--- src/rtl/vga_scan_driver.sv ---
// 640x480@60 scan generator: issues DrawX/DrawY to the colour layers and takes back the merged colour.
// Sync and blank are delayed by PIX_LAT pixel ticks so that they line up with the colour before reaching the DAC pins.
module vga_scan_driver #(
    parameter int H_VIS   = 640,
    parameter int H_FP    = 16,
    parameter int H_SYNC  = 96,
    parameter int H_BP    = 48,
    parameter int V_VIS   = 480,
    parameter int V_FP    = 10,
    parameter int V_SYNC  = 2,
    parameter int V_BP    = 33,
    parameter int PIX_LAT = 1
) (
    input  logic        Clk,
    input  logic        Reset_n,
    input  logic [23:0] color_in,
    output logic [9:0]  DrawX,
    output logic [9:0]  DrawY,
    output logic        pix_ce,
    output logic        frame_start,
    output logic        VGA_CLK,
    output logic        VGA_HS,
    output logic        VGA_VS,
    output logic        VGA_BLANK_N,
    output logic [7:0]  VGA_R,
    output logic [7:0]  VGA_G,
    output logic [7:0]  VGA_B
);

    localparam int H_TOTAL = H_VIS + H_FP + H_SYNC + H_BP;
    localparam int V_TOTAL = V_VIS + V_FP + V_SYNC + V_BP;

    localparam logic [9:0] H_LAST     = 10'(H_TOTAL - 1);
    localparam logic [9:0] V_LAST     = 10'(V_TOTAL - 1);
    localparam logic [9:0] H_VIS_END  = 10'(H_VIS);
    localparam logic [9:0] V_VIS_END  = 10'(V_VIS);
    localparam logic [9:0] HS_FIRST   = 10'(H_VIS + H_FP);
    localparam logic [9:0] HS_LAST    = 10'(H_VIS + H_FP + H_SYNC - 1);
    localparam logic [9:0] VS_FIRST   = 10'(V_VIS + V_FP);
    localparam logic [9:0] VS_LAST    = 10'(V_VIS + V_FP + V_SYNC - 1);

    typedef struct packed {
        logic hs_n;
        logic vs_n;
        logic vis;
    } timing_t;

    localparam timing_t TIMING_IDLE = '{hs_n: 1'b1, vs_n: 1'b1, vis: 1'b0};

    logic        phase_q, phase_d;
    logic        pix_ce_q, pix_ce_d;
    logic [9:0]  x_q, x_d;
    logic [9:0]  y_q, y_d;
    logic        fs_q, fs_d;
    timing_t     raw;
    timing_t     tap;
    timing_t     dly_q [PIX_LAT];
    timing_t     dly_d [PIX_LAT];
    logic        hs_q, hs_d;
    logic        vs_q, vs_d;
    logic        bn_q, bn_d;
    logic [23:0] rgb_q, rgb_d;

    // NOTE: every combinational output gets a default first so no path leaves it unassigned (no latch).
    always_comb begin : scan_next
        phase_d  = ~phase_q;
        pix_ce_d = phase_q;
        x_d      = x_q;
        y_d      = y_q;
        fs_d     = 1'b0;
        if (pix_ce_q) begin
            if (x_q == H_LAST) begin
                x_d = '0;
                if (y_q == V_LAST) begin
                    y_d  = '0;
                    fs_d = 1'b1;
                end else begin
                    y_d = y_q + 10'd1;
                end
            end else begin
                x_d = x_q + 10'd1;
            end
        end
    end

    always_comb begin : raw_timing
        raw.hs_n = !((x_q >= HS_FIRST) && (x_q <= HS_LAST));
        raw.vs_n = !((y_q >= VS_FIRST) && (y_q <= VS_LAST));
        raw.vis  = (x_q < H_VIS_END) && (y_q < V_VIS_END);
    end

    // Stage 0 takes the timing of the coordinate on DrawX now; the last stage matches color_in.
    always_comb begin : delay_next
        dly_d = dly_q;
        if (pix_ce_q) begin
            dly_d[0] = raw;
            for (int i = 1; i < PIX_LAT; i++) begin
                dly_d[i] = dly_q[i-1];
            end
        end
    end

    assign tap = dly_q[PIX_LAT-1];

    always_comb begin : pins_next
        hs_d  = hs_q;
        vs_d  = vs_q;
        bn_d  = bn_q;
        rgb_d = rgb_q;
        if (pix_ce_q) begin
            hs_d  = tap.hs_n;
            vs_d  = tap.vs_n;
            bn_d  = tap.vis;
            rgb_d = tap.vis ? color_in : 24'h000000;
        end
    end

    // NOTE: state registers use non-blocking assignments so every flop samples pre-edge values.
    always_ff @(posedge Clk or negedge Reset_n) begin
        if (!Reset_n) begin
            phase_q  <= 1'b0;
            pix_ce_q <= 1'b0;
            x_q      <= '0;
            y_q      <= '0;
            fs_q     <= 1'b0;
            hs_q     <= 1'b1;
            vs_q     <= 1'b1;
            bn_q     <= 1'b0;
            rgb_q    <= '0;
            // NOTE: the delay line is a few flops, not a RAM, so it is reset to keep the pins idle after reset.
            for (int i = 0; i < PIX_LAT; i++) begin
                dly_q[i] <= TIMING_IDLE;
            end
        end else begin
            phase_q  <= phase_d;
            pix_ce_q <= pix_ce_d;
            x_q      <= x_d;
            y_q      <= y_d;
            fs_q     <= fs_d;
            hs_q     <= hs_d;
            vs_q     <= vs_d;
            bn_q     <= bn_d;
            rgb_q    <= rgb_d;
            dly_q    <= dly_d;
        end
    end

    assign DrawX       = x_q;
    assign DrawY       = y_q;
    assign pix_ce      = pix_ce_q;
    assign frame_start = fs_q;
    assign VGA_CLK     = phase_q;
    assign VGA_HS      = hs_q;
    assign VGA_VS      = vs_q;
    assign VGA_BLANK_N = bn_q;
    assign VGA_R       = rgb_q[23:16];
    assign VGA_G       = rgb_q[15:8];
    assign VGA_B       = rgb_q[7:0];

endmodule
--- config.mk ---
export PLATFORM = sky130hd
export DESIGN_NAME = vga_scan_driver
export DESIGN_NICKNAME = d
export VERILOG_FILES = /design/src/rtl/vga_scan_driver.sv
export SDC_FILE = /design/constraint.sdc
export NUM_CORES = 1
export LEC_CHECK = 0
export BUFFER_PORTS_ARGS = -buffer_cell sky130_fd_sc_hd__buf_4
export CORE_ASPECT_RATIO = 1.75
export CORE_MARGIN = 2
export CORE_UTILIZATION = 37
export DETAILED_ROUTE_END_ITERATION = 10
export GPL_TIMING_DRIVEN = 0
export SETUP_SLACK_MARGIN = 0.05
export SLEW_MARGIN = 20
export SYNTH_ARGS = -nofsm -noshare
export SYNTH_HDL_FRONTEND = slang
export SYNTH_SLANG_ARGS = --single-unit
export TNS_END_PERCENT = 50
--- constraint.sdc ---
create_clock -name Clk -period 2.18 [get_ports Clk]
set_input_delay 0.109 -clock Clk [delete_from_list [all_inputs] [get_ports Clk]]
set_output_delay 0.109 -clock Clk [all_outputs]
set_load 0.02 [all_outputs]
==> results.py <==
metrics = {
    "status": {
        "status": "complete, no violations",
    },
    "yosys": {
        "yosys_warnings": 0,
        "synth_most_common_cell": "dfrtp_1",
        "ys_seq_elements": 53,
        "ys_types": 38,
        "syn_area_um2": 2420,
        "syn-mean-instance-area_um2": 10.3,
        "async_flop_share": 1.00,
        "yosys-top-cells-count": "49 x dfrtp_1, 35 x nand3_1, 31 x inv_1",
        "synthesis.nets": 267,
        "synth_top_cell_by_area": "dfrtp_1",
        "synth.top_cell.area_share": 0.506,
        "synthFlopType": "dfrtp_1",
        "synth_area_leaders": "dfrtp_1 51%, nand3_1 7.2%, o21ai_0 5.4%, inv_1 4.8%, dfstp_2 4.3%",
        "synthCells": 236,
        "yosysSeqAreaShare": 0.549,
        "synth_edf_count": 0,
    },
    "grt": {
        "antenna_found_initial": 0,
        "grt_max_degree": 54,
        "grt_pass1_vias": 1988,
        "grt_usage": 0.169,
        "overflow": 0,
        "grt_pass1_wl_um": 9790,
    },
    "critical_path": {
        "worst_setup_path_end_kind": "flop",
        "r2r_setup_slack_ps": 430,
        "path_class": "flop to flop",
        "worstPathArrival_ps": 1940,
        "cp.required_ps": 2360,
        "startpoint_type": "flop",
        "critPathMaxFanout": 6,
    },
    "route": {
        "num_vias": 1946,
        "vias_per_cell": 4.84,
        "dr.pass1.iters": 4,
        "drcViolationCount": 0,
        "totalWireLength_um": 5690,
        "ant_nets": 0,
        "drtIter0Drc": 98,
        "wl_per_cell_um": 14.2,
    },
    "finish": {
        "instances_no_fill": 402,
        "fin_util": 0.503,
        "drive_above_1_share": 0.319,
        "diodes": 0,
        "area_growth_pct": 33.8,
        "fill_cells": 659,
        "fin_nets": 350,
    },
    "sta": {
        "rsz0062_at_grt": "false",
        "period_share": 0.804,
        "tightest_slew_ps": 676,
        "setup_tns_ps": 0,
        "slew_headroom": 0.549,
        "setup_viol": 0,
        "finalHoldViolations": 0,
        "finClkSkew_ps": 3.12,
        "finalCriticalPeriod_ps": 1750,
        "fmax_ghz": 0.571,
        "drv_slew": 0,
        "whs_ps": 55.7,
        "timing.final.ws_setup_ps": 428,
    },
    "die": {
        "die_w_um": 65.2,
        "fp.dieH_um": 111,
        "start_util": 0.376,
        "io_pins": 76,
        "rows": 39,
        "core_um2": 6440,
        "die_area_um2": 7240,
    },
    "placed_design": {
        "place_ws_ps": 428,
        "dp.cells": 393,
        "dp_hpwl_um": 4250,
        "place.gp.congestion": 0.778,
        "io_buffers": 75,
    },
    "clocking": {
        "cts_tree": "built",
        "cts.clk_slew.worst_paths_ps": 70,
        "clkSinkCount": 53,
        "clock_latency_ps": 280,
        "h-tree-depth": 2,
        "cts_made_buffers": 5,
        "root_buffer": "clkbuf_16",
        "clock_path_buffers": 2,
    },
    "job": {
        "drv_cap": 0,
    },
    "power": {
        "cellLeakagePower_nw": 1.55,
        "powerDensity_nw_per_um2": 595,
        "irDropWorstVdd_mv": 0.406,
    },
    "worst_hold_path": {
        "hp-class": "primary input to flop",
    },
}
-- metal layers --
metal,track usage,routed length [µm],vias up
met3,0.0244,274,2
met4,0.0542,49,0
met2,0.293,3010,55
met1,0.212,2360,922
met5,0,0,-
li1,-,-,967
-- per-stage QoR --
step                area (µm²)  total power [W]
finish                    3240          0.00193
global route              3240          0.00200
CTS                       3240          0.00195
detailed placement        3090          0.00118
global placement          3090          0.00117
floorplan                 2420          0.00108
-- kinds of logic after synthesis --
kind of cell / share of synthesized area
adders and majority gates: 0.0258
buffers and inverters: 0.0687
AOI/OAI and AO/OA: 0.0873
and+or+nand+nor: 0.204
xor gates and xnor gates: 0.0470
DFF: 0.549
muxes: 0.0181
-- path summary, 6_finish.rpt --
kind,startpoint,endpoint,cells past startpoint
hold reg to reg,VGA_CLK,pix_ce,0
max in group asynchronous,Reset_n,DrawY[6],2
hold / removal,color_in[10],rgb_q[10],3
setup / recovery,DrawX[0],DrawY[9],6
setup reg to reg,DrawX[0],DrawY[9],6
min in group asynchronous,Reset_n,rgb_q[9],2
-- flip-flops by register name (all words and copies together) (netlist names) --
register and cells:
pix_ce 1, VGA_CLK 1, VGA_BLANK_N 1, DrawX 10, VGA_HS 1, rgb_q 24
frame_start 1, VGA_VS 1, DrawY 10, dly_q 3
-- timing repair --
item	CTS	global route
resized for setup	0	0
setup buffers	0	0
endpoints found under the hold margin	49	0
hold buffers	1	0
-- cell type report --
class	instances	area (µm²)	share of cell area
Multi-Input combinational cell	141	926	0.286
Inverter	31	116	0.0359
Buffer	11	50.0	0.0154
Clock buffer	5	125	0.0386
Tap cell	82	103	0.0316
Clock inverter	3	17.5	0.00540
Sequential cell	53	1330	0.411
Timing Repair Buffer	76	573	0.177
-- power breakdown --
group	switching [W]	internal, W	leakage, nW	total (W)
registers	0.0000117	0.00101	0.646	0.00102
logic	0.0000736	0.0000644	0.839	0.000138
clock network	0.000351	0.000422	0.0696	0.000773
total	0.000437	0.00149	1.55	0.00193
-- worst max-delay path, cell delays in order (launching register included) --
cell and delay, ps:
dfrtp_1 430, ha_1 270, and4_4 170, buf_6 130
and4_4 180, and4_4 190, a2111oi_4 290
-- cells in the final DEF (no fill, tap or decap), types with 2 or more instances in the layout --
cell type / instances
dfrtp_1: 49
o21ai_1: 4
ha_1: 5
clkbuf_16: 5
and3_1: 5
clkinv_2: 2
nor2_1: 12
xnor2_1: 9
clkbuf_1: 5
and4_4: 3
buf_1: 4
nand2_1: 6
a21oi_1: 2
nand3_1: 35
nor4bb_1: 2
nor3_1: 2
nand4_1: 5
buf_4: 75
nor4_2: 2
xor2_1: 4
mux2_2: 3
o21ai_0: 26
inv_1: 31
dfstp_2: 4
and2_1: 2
Power figures use the tool's default switching activity.
